`config.mk`:
```
export PLATFORM = sky130hd
export DESIGN_NAME = coin_collect
export DESIGN_NICKNAME = d
export VERILOG_FILES = /design/src/rtl/coin_collect.sv
export SDC_FILE = /design/constraint.sdc
export NUM_CORES = 1
export LEC_CHECK = 0
export ABC_CLOCK_PERIOD_IN_PS = 11900
export CORE_MARGIN = 8
export CORE_UTILIZATION = 39
export CTS_BUF_LIST = sky130_fd_sc_hd__clkbuf_2
export CTS_CLUSTER_SIZE = 12
export DETAILED_ROUTE_END_ITERATION = 8
export MAX_ROUTING_LAYER = met4
export PLACE_DENSITY = 0.77
export RECOVER_POWER = 100
export SYNTH_ARGS = -nofsm -noshare
export SYNTH_HDL_FRONTEND = slang
export SYNTH_SLANG_ARGS = --single-unit
```
`constraint.sdc`:
```
create_clock -name clk -period 11.9 [get_ports clk]
set_clock_uncertainty 0.05 [all_clocks]
set_input_delay 2.38 -clock clk [delete_from_list [all_inputs] [get_ports clk]]
set_output_delay 2.38 -clock clk [all_outputs]
set_load 0.02 [all_outputs]
```
`src/rtl/coin_collect.sv`:
```
// rtl/coin_collect.sv - three-slot coin collector: per-slot EMPTY/ACTIVE/TAKEN FSMs, saturating score
// Optional feature macro: SCORE_BCD_EN (score as four BCD digits instead of binary).
module coin_collect #(
    parameter int HIT_Y_MIN = 400,
    parameter int HIT_Y_MAX = 440,
    parameter int SCORE_MAX = 9999
) (
    input  logic        clk,
    input  logic        rst,
    input  logic        tick,
    input  logic [5:0]  coins,
    input  logic [26:0] y,
    input  logic [1:0]  player_lane,
    input  logic        game_run,
    output logic [15:0] score,
    output logic        collect,
    output logic [2:0]  hidden
);

    typedef enum logic [1:0] {
        EMPTY  = 2'd0,
        ACTIVE = 2'd1,
        TAKEN  = 2'd2
    } slot_state_t;

    localparam logic [8:0] Y_MIN = 9'(HIT_Y_MIN);
    localparam logic [8:0] Y_MAX = 9'(HIT_Y_MAX);

    slot_state_t state [3];
    slot_state_t state_next [3];
    logic [2:0]  hit;
    logic [1:0]  hit_count;
    logic [15:0] score_next;

    always_comb begin
        for (int i = 0; i < 3; i++) begin
            hit[i] = (state[i] == ACTIVE) && tick && game_run && (player_lane != 2'd0)
                  && (coins[2*i +: 2] == player_lane)
                  && (y[9*i +: 9] >= Y_MIN) && (y[9*i +: 9] <= Y_MAX);
            // An emptied slot always wins over a collection on the same clk.
            if (coins[2*i +: 2] == 2'd0)
                state_next[i] = EMPTY;
            else if (state[i] == EMPTY)
                state_next[i] = ACTIVE;
            else if (hit[i])
                state_next[i] = TAKEN;
            else
                state_next[i] = state[i];
        end
        hit_count = {1'b0, hit[0]} + {1'b0, hit[1]} + {1'b0, hit[2]};
    end

`ifdef SCORE_BCD_EN
    localparam logic [15:0] MAX_SCORE = {4'((SCORE_MAX / 1000) % 10), 4'((SCORE_MAX / 100) % 10),
                                         4'((SCORE_MAX / 10) % 10), 4'(SCORE_MAX % 10)};

    // Ripple the 1..3 increment through the digits; returns {carry_out, digits}.
    function automatic logic [16:0] bcd_add(input logic [15:0] a, input logic [1:0] k);
        logic [4:0]  c;
        logic [4:0]  t;
        logic [15:0] r;
        c = {3'b000, k};
        r = 16'd0;
        for (int d = 0; d < 4; d++) begin
            t = {1'b0, a[4*d +: 4]} + c;
            if (t > 5'd9) begin
                r[4*d +: 4] = 4'(t - 5'd10);
                c = 5'd1;
            end else begin
                r[4*d +: 4] = t[3:0];
                c = 5'd0;
            end
        end
        return {c[0], r};
    endfunction

    logic [16:0] sum;
    always_comb begin
        sum = bcd_add(score, hit_count);
        // Valid BCD compares correctly as plain unsigned.
        score_next = (sum[16] || (sum[15:0] > MAX_SCORE)) ? MAX_SCORE : sum[15:0];
    end
`else
    localparam logic [16:0] MAX_SCORE = 17'(SCORE_MAX);

    logic [16:0] sum;
    always_comb begin
        sum        = {1'b0, score} + {15'd0, hit_count};
        score_next = (sum > MAX_SCORE) ? MAX_SCORE[15:0] : sum[15:0];
    end
`endif

    always_ff @(posedge clk) begin
        if (rst) begin
            for (int i = 0; i < 3; i++)
                state[i] <= EMPTY;
            score   <= 16'd0;
            collect <= 1'b0;
            hidden  <= 3'b000;
        end else begin
            for (int i = 0; i < 3; i++) begin
                state[i]  <= state_next[i];
                hidden[i] <= (state_next[i] == TAKEN);
            end
            collect <= (hit_count != 2'd0);
            if (hit_count != 2'd0)
                score <= score_next;
        end
    end

endmodule

```
==> impl_metrics.json, run 1 <==
{
  "status": "finished clean",
  "dp_slack_ps": 5180,
  "cts_tree": "built",
  "hold_violations": 0,
  "r2r_end": "score[1]$_SDFFE_PP0P_",
  "grt.overflow.total": 0,
  "synth-main-ff-cell": "dfxtp_1",
  "ioPinCount": 59,
  "r2r-start": "state[0][4]$_SDFF_PP0_",
  "fmax_mhz": 149,
  "clk_latency_ps": 350,
  "tns_ps": 0,
  "power_density_nw_per_um2": 64.1,
  "clkSlewWorstSetupHoldPaths_ps": 240,
  "synthArstFlopShare_pct": 0,
  "grt_max_degree": 17,
  "hp-class": "register to register",
  "fin_util_pct": 55.4,
  "vias_per_cell": 5.64,
  "post_cts_buffers": 0,
  "startpoint_type": "input port",
  "n_fill_cell": 392,
  "grt_usage_pct": 14.3,
  "ant_nets": 0,
  "wl_per_cell_um": 15.1,
  "leakage_nw": 0.825,
  "drive_gt1_share_pct": 4.78,
  "die_x_um": 81.2,
  "first_iter_violations": 167,
  "cp_cell_sequence": "dlygate4sd3_1 -> xor2_1 -> o22ai_1 -> o2111ai_1 -> xor2_1 -> ha_1 -> ha_1 -> inv_1 -> fa_1 -> inv_1 -> nand2b_1 -> nor3_1 -> nand4b_1 -> o31ai_1 -> o21ai_0 -> nor2_1 -> a221oi_1",
  "clock-sinks": 26,
  "yosysWarnings": 0,
  "post_cts_resized": 0,
  "dr.pass1.iters": 4,
  "required_ps": 12090,
  "row_count": 23,
  "synth.net_count": 237,
  "setup_viol": 0,
  "setup_slack_ps": 5170,
  "worstPathArrival_ps": 6920,
  "endpoint_kind": "register",
  "grt_pass1_wl_mm": 7.45,
  "diodes": 0,
  "post-route-period-util_pct": 56.6,
  "ys_ff_latch": 26,
  "rsz0062_at_grt": "false",
  "avgSynthCellArea_um2": 8.53,
  "ys_seq_area_share_pct": 31.4,
  "r2r_slack_ps": 7470,
  "design.core.area_um2": 4060,
  "cap_violations": 0,
  "final_common_cell": "clkdlybuf4s50_1",
  "fin_crit_ps": 6730,
  "syn_area_um2": 1660,
  "yosysUniqueCellTypes": 63,
  "cpLargestDelayFamily": "compound AO/OA/AOI/OAI gates",
  "ctsHoldBuffers": 0,
  "peakVddDrop_mv": 0.0286,
  "critical-path-max-stage-delay_ps": 650,
  "die_area_um2": 6590,
  "clockBufferDepth": 2,
  "die_y_um": 81.2,
  "r2r_cells": 16,
  "grt_pass1_vias": 1607,
  "start_util_pct": 40.8,
  "drcViolationCount": 0,
  "critPathLaunch": "player_lane[0]",
  "path_max_fanout": 7,
  "antenna_found_initial": 0,
  "timing.critical_path.to": "score[1]$_SDFFE_PP0P_",
  "area_growth_pct": 35.8,
  "place_hpwl_mm": 3.52,
  "final_cell_mix": "clkdlybuf4s50_1 (37), dfxtp_1 (26), nor2_1 (24)",
  "cts_root_buf": "clkbuf_2",
  "synth_edf_count": 0,
  "drt_wl_total_mm": 4.54,
  "htree_levels": 1,
  "cp_num_cells": 17,
  "place_inst": 297,
  "gp_congestion": 0.890,
  "vias": 1697,
  "worstMarginPinSlew_ps": 851,
  "critPathSlowestCell": "dlygate4sd3_1",
  "critical_path_class": "input port to register",
  "portBuffers": 58,
  "fin_nets": 295,
  "critPathBufInv": 3,
  "final_cell_count_no_fill": 301,
  "drv_slew": 0,
  "syn-instance-count": 194,
  "max_slew_margin_pct": 43.1,
  "cts_made_buffers": 3,
  "finalPower_mw": 0.144
}
## area by class of cell
type                    count  area (um2)  area share (%)
repair buffers             58         581            25.8
well taps                  50        62.6            2.78
multi-input cells         147        1010            44.7
clock buffers               3        15.0           0.668
flip-flops and latches     26         520            23.1
inverters                  16        60.1            2.67
clock inverters             1        3.75           0.167
## synth_stat cells (2+ instances only)
master	count	share of area, %
a31oi_1	2	0.76
ha_1	3	2.3
o22ai_1	2	0.76
a21boi_0	2	0.91
xor2_1	7	3.7
nor4_1	3	1.1
o2111ai_1	2	1.1
a21oi_1	7	2.1
a41oi_1	2	1.1
nor3_1	6	1.8
o21ai_0	2	0.60
xnor2_1	4	2.1
inv_1	16	3.6
nand2_1	10	2.3
o32ai_1	3	1.6
nand4_1	5	1.9
a211oi_1	3	1.4
nand3_1	5	1.5
a311oi_1	3	1.6
nor2_2	2	0.76
nor3b_1	4	1.8
o21bai_1	4	1.8
nand3b_1	4	1.8
dfxtp_1	26	31
nor2_1	22	5.0
o21ai_1	2	0.60
buf_2	2	0.60
nand2b_1	2	0.76
a221oi_1	2	1.1
or3_1	3	1.1
or2_2	2	0.76
## per-layer routing
layer,global-route usage (%),vias to the layer above,part of all wire (%),routed length (um)
met1,17.1,817,43,1960
li1,-,834,-,-
met4,2.86,0,0.42,19
met3,2.43,2,5.2,237
met2,24.5,44,51,2320
met5,-,-,0,0
## through the flow
stage | hold WS (ps) | instance area (um2)
3_5_place_dp | 394 | 2260
3_3_place_gp | 399 | 2260
2_1_floorplan | 367 | 1660
5_1_grt | 444 | 2250
4_1_cts | 421 | 2280
6_report | 418 | 2250
## power by group
group | total (mW) | switching [mW] | leakage [nW] | internal [mW]
combinational | 0.0216 | 0.00733 | 0.601 | 0.0143
sequential | 0.0886 | 0.000434 | 0.210 | 0.0881
clock | 0.0339 | 0.0266 | 0.0140 | 0.00730
total | 0.144 | 0.0343 | 0.825 | 0.110
## worst min-delay path by stage
stage,cells after the start,to,slack (ps),from
after floorplan,1,hidden[2]$_SDFF_PP0_,370,state[0][4]$_SDFF_PP0_
after global placement,1,hidden[2]$_SDFF_PP0_,400,state[0][4]$_SDFF_PP0_
after detailed placement,1,hidden[2]$_SDFF_PP0_,390,state[0][4]$_SDFF_PP0_
after CTS,1,hidden[2]$_SDFF_PP0_,420,state[0][4]$_SDFF_PP0_
after global routing,1,hidden[2]$_SDFF_PP0_,440,state[0][4]$_SDFF_PP0_
final,1,hidden[2]$_SDFF_PP0_,420,state[0][4]$_SDFF_PP0_
## logic make-up (layout without fill, tap and decap cells)
family | after synthesis | after routing | share of synthesized area, %
flops | 26 | 26 | 31.4
simple gates | 79 | 79 | 27.6
fa+ha+maj | 4 | 4 | 3.48
buf+inv | 21 | 78 | 6.12
xor+xnor | 11 | 11 | 5.82
compound gates | 53 | 53 | 25.6
## flip-flops by register name, indices dropped and copies added (netlist names)
name	count
collect	1
hidden	3
score	16
state	6
Note: power is estimated with default switching activity, not from simulation.
==> inputs of run 2 (changes only) <==
- ABC_CLOCK_PERIOD_IN_PS: 11900 -> 5750
- PLACE_DENSITY: 0.77 -> 0.8
- clock period: 11.9 -> 5.75 ns (I/O delays scaled with it)
==> run 2 against run 1 <==
Compared with the run above: setup slack lost 4700 ps; first-iteration DRC count rose by 25%; core utilization up 0.83 points; via count is 0.35% lower; clock power rose to 3.5 times the previous value; global-route usage increased by 0.24 points; combinational power rose by 110%; count of clock-buffer cells in the layout stayed put; non-clock buffer count grew 1; sequential cell count unchanged; largest cell class unchanged; largest power group unchanged.
==> impl_metrics.json, run 2 (synthesis gave the netlist of run 1 again) <==
{
  "status": "finished clean",
  "p_int_mw": 0.272,
  "post_cts_buffers": 0,
  "drcViolationCount": 0,
  "gp_congestion": 0.928,
  "required_ps": 5960,
  "cts_made_buffers": 3,
  "post-route-period-util_pct": 91.8,
  "netSwitchingFraction_pct": 21.9,
  "rsz0062_at_grt": "false",
  "fin_util_pct": 56.2,
  "cpLargestDelayFamily": "compound AO/OA/AOI/OAI gates",
  "netSwitchingPower_mw": 0.0765,
  "top_regs": "score (16), state (6), hidden (3)",
  "die_x_um": 81.2,
  "endpoint_kind": "register",
  "clockBufferDepth": 2,
  "largest_register_ffs": 16,
  "leakage_nw": 0.841,
  "worstPathArrival_ps": 5490,
  "cp_num_cells": 17,
  "finalPower_mw": 0.348,
  "power_frac_comb_pct": 12.8,
  "setup_viol": 0,
  "sequentialPowerShare_pct": 52.7,
  "area_growth_pct": 37.9,
  "tns_ps": 0,
  "fmax_mhz": 189,
  "final_cell_mix": "clkdlybuf4s50_1 (37), dfxtp_1 (26), nor2_1 (24)",
  "fin_crit_ps": 5280,
  "antenna_found_initial": 0,
  "max_slew_margin_pct": 44.9,
  "vias_per_cell": 5.60,
  "fin_nets": 296,
  "grt_pass1_wl_mm": 7.52,
  "first_iter_violations": 208,
  "wl_per_cell_um": 15.0,
  "cp_cell_sequence": "dlygate4sd3_1 -> xor2_1 -> o22ai_1 -> o2111ai_1 -> xor2_1 -> ha_1 -> ha_1 -> inv_1 -> fa_1 -> inv_1 -> nand2b_1 -> nor3_1 -> nand4b_1 -> o31ai_1 -> o21ai_2 -> nor2_1 -> a221oi_1",
  "clock-sinks": 26,
  "r2r_cells": 16,
  "power_density_nw_per_um2": 153,
  "ctsHoldBuffers": 0,
  "whs_path_depth": 1,
  "dpl-instance-area_um2": 2260,
  "portBuffers": 58,
  "regMostFlops": "score",
  "path_max_fanout": 7,
  "grt_max_degree": 17,
  "die_y_um": 81.2,
  "clkSlewWorstSetupHoldPaths_ps": 240,
  "clockPowerShare_pct": 34.5,
  "row_count": 23,
  "diodes": 0,
  "critPathSlowestCell": "dlygate4sd3_1",
  "htree_levels": 1,
  "critical-path-max-stage-delay_ps": 660,
  "post_cts_resized": 0,
  "vias": 1691,
  "hold_ws_ps": 422,
  "grt.overflow.total": 0,
  "cts_tree": "built",
  "grt_usage_pct": 14.6,
  "ant_nets": 0,
  "design.core.area_um2": 4060,
  "critical_path_class": "input port to register",
  "hp-class": "register to register",
  "place_hpwl_mm": 3.56,
  "die_area_um2": 6590,
  "ioPinCount": 59,
  "n_fill_cell": 409,
  "peakVddDrop_mv": 0.0932,
  "clk_latency_ps": 390,
  "worstMarginPinSlew_ps": 824,
  "startpoint_type": "input port",
  "critPathBufInv": 3,
  "dr.pass1.iters": 4,
  "cap_violations": 0,
  "start_util_pct": 40.8,
  "cts_root_buf": "clkbuf_2",
  "grt_pass1_vias": 1545,
  "final_area_um2": 2280,
  "hold_violations": 0,
  "final_common_cell": "clkdlybuf4s50_1",
  "drive_gt1_share_pct": 5.56,
  "drv_slew": 0,
  "drt_wl_total_mm": 4.53
}
==> run 2: changes by cell type in the layout (fill, tap and decap cells not counted) <==
cell	delta
bufinv_16	+1
clkinv_1	-1
clkbuf_1	+1
o21ai_0	-1
o21ai_2	+1
==> run 2: worst register-to-register path: cells and delay by family (launching register included) <==
kind                       cells  cell delay, ps
and+or+nand+nor                5            1300
adders and majority gates      3            1020
AOI/OAI and AO/OA              4             870
DFF                            1             390
buffers and inverters          3             280
xor gates and xnor gates       1             230
==> run 2: stage by stage <==
step,worst slack (ps),cells
2_1_floorplan,942,194
3_3_place_gp,384,298
3_5_place_dp,308,298
4_1_cts,652,302
5_1_grt,220,302
6_report,473,302
==> run 2: final timing paths <==
kind | startpoint | endpoint | slack [ps]
max | player_lane[0] | score[3]$_SDFFE_PP0P_ | 470
max reg2reg | state[0][4]$_SDFF_PP0_ | score[3]$_SDFFE_PP0P_ | 1520
min | state[0][4]$_SDFF_PP0_ | hidden[2]$_SDFF_PP0_ | 420
min reg2reg | state[0][4]$_SDFF_PP0_ | hidden[2]$_SDFF_PP0_ | 420
==> run 2: power groups by stage <==
stage | registers, mW | logic (mW) | clock network (mW)
after floorplan | 0.186 | 0.0140 | 0
after global placement | 0.187 | 0.0444 | 0
after detailed placement | 0.187 | 0.0451 | 0
after CTS | 0.183 | 0.0452 | 0.120
after global routing | 0.184 | 0.0480 | 0.125
final | 0.183 | 0.0448 | 0.120
==> run 2: metal layers <==
metal / wire length, um / track usage [%] / part of all wire (%) / up-vias
met5: 0 / - / 0 / -
met2: 2220 / 23.7 / 49 / 69
met1: 1940 / 18.1 / 43 / 779
met4: 54 / 3.39 / 1.2 / 0
met3: 306 / 2.76 / 6.8 / 6
li1: - / - / - / 837
==> run 2: final cells by class <==
cell class | instances | area (um2) | area share (%)
Tap cell | 50 | 62.6 | 2.74
Timing Repair Buffer | 59 | 584 | 25.6
Inverter | 16 | 60.1 | 2.63
Sequential cell | 26 | 520 | 22.8
Clock buffer | 3 | 15.0 | 0.658
Multi-Input combinational cell | 147 | 1010 | 44.2
Clock inverter | 1 | 30.0 | 1.32
==> inputs of run 3 (changes only) <==
- PLACE_DENSITY: 0.8 -> default
- PLACE_DENSITY_LB_ADDON: default -> 0.25
==> run 3 against run 2 <==
Compared with the run above: sequential power barely moved; combinational power fell by 1%; setup slack improved by 34 ps; fmax rose by 0.65%; final area fell by 1.2%; sequential cell count did not move; largest cell class unchanged; largest power group unchanged.
==> impl_metrics.json, run 3 (synthesis gave the netlist of run 1 again) <==
{
  "grt_pass1_wl_mm": 7.32,
  "ctsHoldBuffers": 0,
  "gp_congestion": 0.890,
  "drcViolationCount": 0,
  "r2r_end": "score[10]$_SDFFE_PP0P_",
  "cts_root_buf": "clkbuf_2",
  "power_density_nw_per_um2": 131,
  "r2r_cells": 16,
  "worstMarginPinSlew_ps": 860,
  "r2r-start": "state[0][4]$_SDFF_PP0_",
  "finalPower_mw": 0.296,
  "critical_path_class": "input port to register",
  "fmax_mhz": 191,
  "final_cell_count_no_fill": 301,
  "post_cts_resized": 0,
  "whs_path_depth": 1,
  "min_to": "hidden[2]$_SDFF_PP0_",
  "multi_input_area_um2": 1010,
  "final_cell_mix": "clkdlybuf4s50_1 (36), dfxtp_1 (26), nor2_1 (23)",
  "die_y_um": 81.2,
  "cts_made_buffers": 3,
  "area_growth_pct": 36.2,
  "drt_wl_total_mm": 4.35,
  "startpoint_type": "input port",
  "drv_slew": 0,
  "diodes": 0,
  "clock-sinks": 26,
  "cp_num_cells": 17,
  "critPathBufInv": 3,
  "worstHoldStart": "state[0][4]$_SDFF_PP0_",
  "ioPinCount": 59,
  "first_iter_violations": 188,
  "portBuffers": 58,
  "fin_crit_ps": 5240,
  "path_max_fanout": 7,
  "drive_gt1_share_pct": 5.58,
  "grt.overflow.total": 0,
  "htree_levels": 1,
  "cap_violations": 0,
  "clk_latency_ps": 340,
  "wl_per_cell_um": 14.5,
  "cpLargestDelayFamily": "compound AO/OA/AOI/OAI gates",
  "grt_usage_pct": 14.0,
  "post-route-period-util_pct": 91.2,
  "r2r_slack_ps": 1550,
  "n_fill_cell": 373,
  "worstPathArrival_ps": 5480,
  "vias_per_cell": 5.53,
  "design.core.area_um2": 4060,
  "tns_ps": 0,
  "status": "finished clean",
  "rsz0062_at_grt": "false",
  "final_common_cell": "clkdlybuf4s50_1",
  "start_util_pct": 40.8,
  "critPathSlowestCell": "dlygate4sd3_1",
  "place_hpwl_mm": 3.48,
  "cts_tree": "built",
  "peakVddDrop_mv": 0.103,
  "grt_pass1_vias": 1593,
  "die_area_um2": 6590,
  "max_slew_margin_pct": 42.4,
  "cp_cell_sequence": "dlygate4sd3_1 -> xor2_1 -> o22ai_1 -> o2111ai_1 -> xor2_1 -> ha_1 -> ha_1 -> inv_1 -> fa_1 -> inv_1 -> nand2b_1 -> a22oi_1 -> o221ai_1 -> a31o_1 -> or2_0 -> a32o_1 -> a311oi_1",
  "die_x_um": 81.2,
  "dr.pass1.iters": 5,
  "leakage_nw": 0.827,
  "clkSlewWorstSetupHoldPaths_ps": 240,
  "grt_max_degree": 17,
  "row_count": 23,
  "place_inst": 297,
  "ant_nets": 0,
  "largest_register_ffs": 16,
  "setup_viol": 0,
  "top_regs": "score (16), state (6), hidden (3)",
  "endpoint_kind": "register",
  "regMostFlops": "score",
  "vias": 1664,
  "post_cts_buffers": 0,
  "critical-path-max-stage-delay_ps": 640,
  "fin_nets": 295,
  "regArea_um2": 520,
  "hp-class": "register to register",
  "clockBufferDepth": 2,
  "required_ps": 5980,
  "hold_violations": 0,
  "antenna_found_initial": 0
}
## run 3: cell types whose count changed in the layout (fill, tap and decap cells not counted)
cell,previous run,this run
bufinv_16,1,0
clkbuf_1,1,0
clkdlybuf4s50_1,37,36
clkinv_1,0,1
dlygate4sd3_1,21,22
nor2_1,24,23
nor2_2,0,1
## run 3: worst max path at each step
stage / startpoint / endpoint / slack (ps)
after floorplan: y[19] / score[10]$_SDFFE_PP0P_ / 940
after global placement: player_lane[0] / score[10]$_SDFFE_PP0P_ / 340
after detailed placement: player_lane[0] / score[10]$_SDFFE_PP0P_ / 280
after CTS: player_lane[0] / score[10]$_SDFFE_PP0P_ / 660
after global routing: player_lane[0] / score[7]$_SDFFE_PP0P_ / 260
final: player_lane[0] / score[10]$_SDFFE_PP0P_ / 510
## run 3: layout make-up
class                           instances  share of cell area [%]
Inverter                               16                    2.66
Sequential cell                        26                    23.1
Tap cell                               50                    2.77
Multi-Input combinational cell        147                    44.9
Timing Repair Buffer                   58                    25.7
Clock inverter                          1                   0.166
Clock buffer                            3                   0.666
## run 3: power breakdown
| part | total (mW) | leakage [nW] | internal, mW | switching, mW |
|---|---|---|---|---|
| clock | 0.0687 | 0.0140 | 0.0151 | 0.0536 |
| sequential | 0.183 | 0.210 | 0.182 | 0.000963 |
| combinational | 0.0442 | 0.602 | 0.0294 | 0.0148 |
| total | 0.296 | 0.827 | 0.227 | 0.0694 |
## run 3: layer usage
layer,share of wire (%),global-route usage (%),vias to the layer above
li1,-,-,831
met1,46,17.9,760
met2,47,22.8,67
met3,6.4,2.65,6
met4,0.96,2.14,0
met5,0,-,-
## run 3: through the flow
step           util (%)  hold slack [ps]  setup WS, ps  instance area (um2)
6_report           55.6              423           507                 2250
2_1_floorplan         -              367           942                 1660
3_3_place_gp       55.6              396           341                 2260
3_5_place_dp       55.6              392           279                 2260
5_1_grt            55.6              435           261                 2250
4_1_cts            56.1              423           664                 2280
## run 3: worst reg2reg max path: stages (launching register included)
cell and delay (ps):
dfxtp_1 390, inv_1 50, nor4_1 340, o2111ai_1 270, xor2_1 220, ha_1 330, ha_1 210, inv_1 70
fa_1 460, inv_1 170, nand2b_1 210, a22oi_1 250, o221ai_1 150, a31o_1 260, or2_0 250, a32o_1 240
a311oi_1 220
==> edit 1 (flow settings as in run 3) <==
Add an input register stage for `tick`, `coins`, `y`, `player_lane` and `game_run`; this delays them by one clock.
--- a/src/rtl/coin_collect.sv
+++ b/src/rtl/coin_collect.sv
@@ -28,2 +28,16 @@
 
+    logic tick_q;
+    logic [5:0] coins_q;
+    logic [26:0] y_q;
+    logic [1:0] player_lane_q;
+    logic game_run_q;
+
+    always_ff @(posedge clk) begin
+        tick_q        <= tick;
+        coins_q       <= coins;
+        y_q           <= y;
+        player_lane_q <= player_lane;
+        game_run_q    <= game_run;
+    end
+
     slot_state_t state [3];
@@ -36,7 +50,7 @@
         for (int i = 0; i < 3; i++) begin
-            hit[i] = (state[i] == ACTIVE) && tick && game_run && (player_lane != 2'd0)
-                  && (coins[2*i +: 2] == player_lane)
-                  && (y[9*i +: 9] >= Y_MIN) && (y[9*i +: 9] <= Y_MAX);
+            hit[i] = (state[i] == ACTIVE) && tick_q && game_run_q && (player_lane_q != 2'd0)
+                  && (coins_q[2*i +: 2] == player_lane_q)
+                  && (y_q[9*i +: 9] >= Y_MIN) && (y_q[9*i +: 9] <= Y_MAX);
             // An emptied slot always wins over a collection on the same clk.
-            if (coins[2*i +: 2] == 2'd0)
+            if (coins_q[2*i +: 2] == 2'd0)
                 state_next[i] = EMPTY;
Formal check against the unedited RTL: not equivalent (Yosys sat finds a counterexample within 4 cycles, from zero or initial values and one cycle with rst high).
==> edit 1 against run 3 <==
  * Worst hold slack gained 18 ps
  * Die area grew 35%
  * Critical endpoint unchanged
  * Total power increased to 2.6 times the old value
  * Sequential cell count increased by 37
  * Synthesized cell count grew 28%
  * Synthesized area is 44% higher
  * Critical path type is now reg -> reg
  * Design area increased by 37%
  * Worst setup slack better by 280 ps
  * Largest power group unchanged
  * Wire length up 24%
  * Largest cell class is now flip-flops and latches
==> edit 1: results (changes against run 3) <==
status - complete, no violations (unchanged)
Area contributors post-synth - dfxtp_1 53%, nor2_1 3.1%, nor3_1 3.1% (was dfxtp_1 31%, nor2_1 5.0%, xor2_1 3.7%)
Max Buffers Root-to-Sink - 2 (unchanged)
Worst Path Max Fanout - 14 (was 7)
PwrDens - 250.5 nW/um^2 (was 131.4 nW/um^2)
Tot GR Track Use - 13.32% (was 14.02%)
htree depth - 3 (was 1)
Slew Limit Headroom - 44.23% (was 42.44%)
CTS buffer count - 9 (was 3)
Hold Crit Depth - 2 (was 1)
worst skew pair latency - 480 ps (was 340 ps)
DRT Pass-1 Iters - 4 (was 5)
Yosys cell types - 49 (was 63)
PortBufs - 58 (unchanged)
initial antenna violation count - 0 (unchanged)
LEAKAGE - 1.164 nW (was 0.8267 nW)
switching portion of total power - 24.18% (was 23.41%)
largest net degree at the start of global routing - 21 (was 17)
DR vias - 2,017 (was 1,664)
fillers - 574 (was 373)
post-synthesis sequential area ratio - 52.86% (was 31.44%)
R2R depth - 15 (was 16)
Commonest cells post-synth - 63 x dfxtp_1, 20 x nor2_1, 18 x nand2_1 (was 26 x dfxtp_1, 22 x nor2_1, 16 x inv_1)
async set-or-reset flop fraction in the synthesized netlist - 0% (unchanged)
Clock transition at path regs - 170 ps (was 240 ps)
Largest regs - y_q (27), score (16) (was score (16), state (6), hidden (3))
pre-CTS setup slack - 868.6 ps (was 278.9 ps)
worst vdd ir - 0.1794 mV (was 0.1027 mV)
Initial DRC Count - 98 (was 188)
Post-Route WL - 5.388 mm (was 4.354 mm)
post-detail-place hpwl - 4.025 mm (was 3.480 mm)
layout cells sized above 1 - 6.752% (was 5.578%)
Synth Net Count - 291 (was 237)
diodes inserted - 0 (unchanged)
first-pass GRT wire length - 9.025 mm (was 7.320 mm)
placed inst area - 3009 um^2 (was 2257 um^2)
RD Place Congestion - 0.8700 (was 0.8895)
Min-Delay Path Class - reg -> reg (unchanged)
Layout Nets - 350 (was 295)
clk root buf - clkbuf_2 (unchanged)
==> edit 1: final timing paths <==
kind / start / endpoint / slack [ps]
hold reg to reg: state[0][1] / state[0][1] / 440
setup / recovery: player_lane_q[1] / score[10] / 790
setup reg to reg: player_lane_q[1] / score[10] / 790
hold / removal: state[0][1] / state[0][1] / 440
==> edit 1: final cells by class <==
class                           instances  area share [%]
Sequential cell                        63           40.71
Multi-Input combinational cell        162           32.71
Timing Repair Buffer                   59           18.86
Tap cell                               75           3.029
Clock buffer                           10           1.616
Clock inverter                          5           1.616
Inverter                               12           1.454
==> edit 1: logic make-up after synthesis <==
logic type	Yosys count	synth area share (%)
XOR/XNOR	4	1.469
AO/OA/AOI/OAI	57	16.89
buffers and inverters	23	4.352
flip-flops	63	52.86
AND/OR/NAND/NOR	96	21.55
multiplexers	1	0.4719
adder cells (fa/ha/maj)	4	2.412
==> edit 1: layer usage <==
metal | global-route usage [%] | up-vias | part of all wire [%]
met5 | - | - | 0
met4 | 6.077 | 0 | 1.6
met3 | 4.556 | 9 | 6.1
met2 | 21.38 | 61 | 48
met1 | 14.52 | 931 | 44
li1 | - | 1016 | -
==> edit 1: worst max-delay path: stages (launching register included) <==
cell,delay [ps]
dfxtp_1,460
nor4bb_1,270
a31oi_1,60
or4_1,640
xor2_1,210
ha_1,300
ha_1,160
inv_1,60
fa_1,460
and3b_1,320
o21ai_0,100
a2111oi_0,510
o21ai_1,190
o211ai_2,540
nor2_1,230
a221oi_1,310
==> edit 1: power groups by stage <==
| stage | clock (mW) | sequential [mW] | combinational (mW) |
|---|---|---|---|
| 2_1_floorplan | 0 | 0.480 | 0.0282 |
| 3_3_place_gp | 0 | 0.482 | 0.0654 |
| 3_5_place_dp | 0 | 0.483 | 0.0656 |
| 4_1_cts | 0.251 | 0.473 | 0.0657 |
| 5_1_grt | 0.272 | 0.477 | 0.0644 |
| 6_report | 0.244 | 0.473 | 0.0582 |
==> edit 1: through the flow <==
step           hold WS, ps  utilization [%]  instances
2_1_floorplan        395.8                -        248
3_3_place_gp         410.8            50.82        371
3_5_place_dp         423.3            50.82        371
4_1_cts              448.3            52.51        386
5_1_grt              468.7            52.32        386
6_report             441.4            52.32        386
==> edit 2 (settings of run 3) <==
Made on the original files. The option `SCORE_BCD_EN` is turned on by a define.
--- a/src/rtl/coin_collect.sv
+++ b/src/rtl/coin_collect.sv
@@ -2,2 +2,4 @@
 // Optional feature macro: SCORE_BCD_EN (score as four BCD digits instead of binary).
+`define SCORE_BCD_EN
+
 module coin_collect #(
Formal check against the unedited RTL: no difference found for any inputs over 10 cycles, from zero or initial values and one cycle with rst high; that may be too few to reach the edited logic, so the function may still have changed.
==> edit 2 against run 3 <==
  * Register-to-register slack worse by 2200 ps
  * Fmax shrank 26%
  * Sequential cell count did not move
  * Worst setup slack worse by 1900 ps
  * Critical path type unchanged
  * First-iteration DRC count fell by 40%
  * Clock power grew 3.3%
  * Wire length up 68%
  * Synthesized area is 34% higher
  * Largest cell class unchanged
  * Final cell count is 57% higher
  * Highest routed layer unchanged
  * Total power up 2.7%
  * Design area grew 61%
  * Largest power group unchanged
  * The run now ends with setup timing left
  * Combinational power is 12% higher
==> edit 2: results (changes against run 3) <==
reg-to-reg slack, setup - -670 ps (was 1550 ps)
status - finished with violations (was complete, no violations)
adder-cell share of the synthesized area - 7.653% (was 3.477%)
Initial DRC Count - 112 (was 188)
Synth Net Count - 340 (was 237)
Cells after DPL - 455 (was 297)
RD Place Congestion - 0.8638 (was 0.8895)
Synth Cell Area - 2223 um^2 (was 1655 um^2)
PnR worst setup slack - -1361 ps (was 506.9 ps)
worst-margin pin slew - 615.3 ps (was 860.2 ps)
fraction of area in multi-input gates - 51.00% (was 44.89%)
pre-CTS setup slack - -2326 ps (was 278.9 ps)
sequential portion of the cell area - 14.33% (was 23.09%)
layout cells sized above 1 - 31.92% (was 5.578%)
buffer share of cell area - 30.58% (was 25.75%)
post-synthesis sequential area ratio - 23.41% (was 31.44%)
number of ordinary inverters in the final layout - 10 (was 16)
met2 GRT Util - 30.97% (was 22.77%)
met1 wire length - 3.293 mm (was 1.992 mm)
Clock-cell share - 0.5165% (was 0.8324%)
Layout Nets - 454 (was 295)
DR vias - 2,613 (was 1,664)
# setup viols final - 16 (was 0)
Synth Area in XOR/XNOR - 3.939% (was 5.820%)
Area Overhead vs Synth - 63.42% (was 36.21%)
failing checks - setup timing
[edit 2: cell types whose count changed after synthesis, sizes merged, moves of 5 or more]
| cell | run 3 | this run |
|---|---|---|
| ha | 3 | 12 |
| a31oi | 2 | 10 |
| a21oi | 8 | 13 |
| nor2b | 0 | 5 |
| o21ai | 5 | 13 |
| nor3 | 6 | 20 |
| o22ai | 2 | 10 |
| inv | 16 | 10 |
| buf | 2 | 11 |
| nand2 | 10 | 27 |
[edit 2: metrics by stage]
| stage | hold WS, ps | setup TNS [ps] |
|---|---|---|
| after floorplan | 390.4 | -24650 |
| after global placement | 415.9 | -32620 |
| after detailed placement | 429.6 | -35070 |
| after CTS | 458.3 | -21430 |
| after global routing | 510.4 | -23270 |
| final | 464.7 | -20360 |
[edit 2: cell families (layout without fill, tap and decap cells)]
logic type	after synthesis	after routing
DFF	26	26
adders and majority gates	13	13
xor gates and xnor gates	10	10
muxes	4	4
buffers and inverters	27	140
AOI/OAI and AO/OA	90	90
and+or+nand+nor	118	118
[edit 2: power by group through the flow]
stage / Sequential (mW) / Clock, mW / Combinational, mW
floorplan: 0.187 / 0 / 0.0139
global placement: 0.187 / 0 / 0.0480
detailed placement: 0.187 / 0 / 0.0490
CTS: 0.184 / 0.0734 / 0.0487
global route: 0.184 / 0.0791 / 0.0534
finish: 0.184 / 0.0710 / 0.0496
[edit 2: final timing paths]
check / endpoint / start / depth (start not counted)
max reg2reg: score[9] / state[0][1] / 29
max: score[9] / coins[0] / 31
min: state[0][1] / state[0][1] / 2
min reg2reg: state[0][1] / state[0][1] / 2
[edit 2: repair_timing]
action,in CTS,in global routing
resized for setup,53,29
hold buffers,0,0
endpoints found under the setup margin,16,16
buffers inserted,8,7
pin swaps,37,37
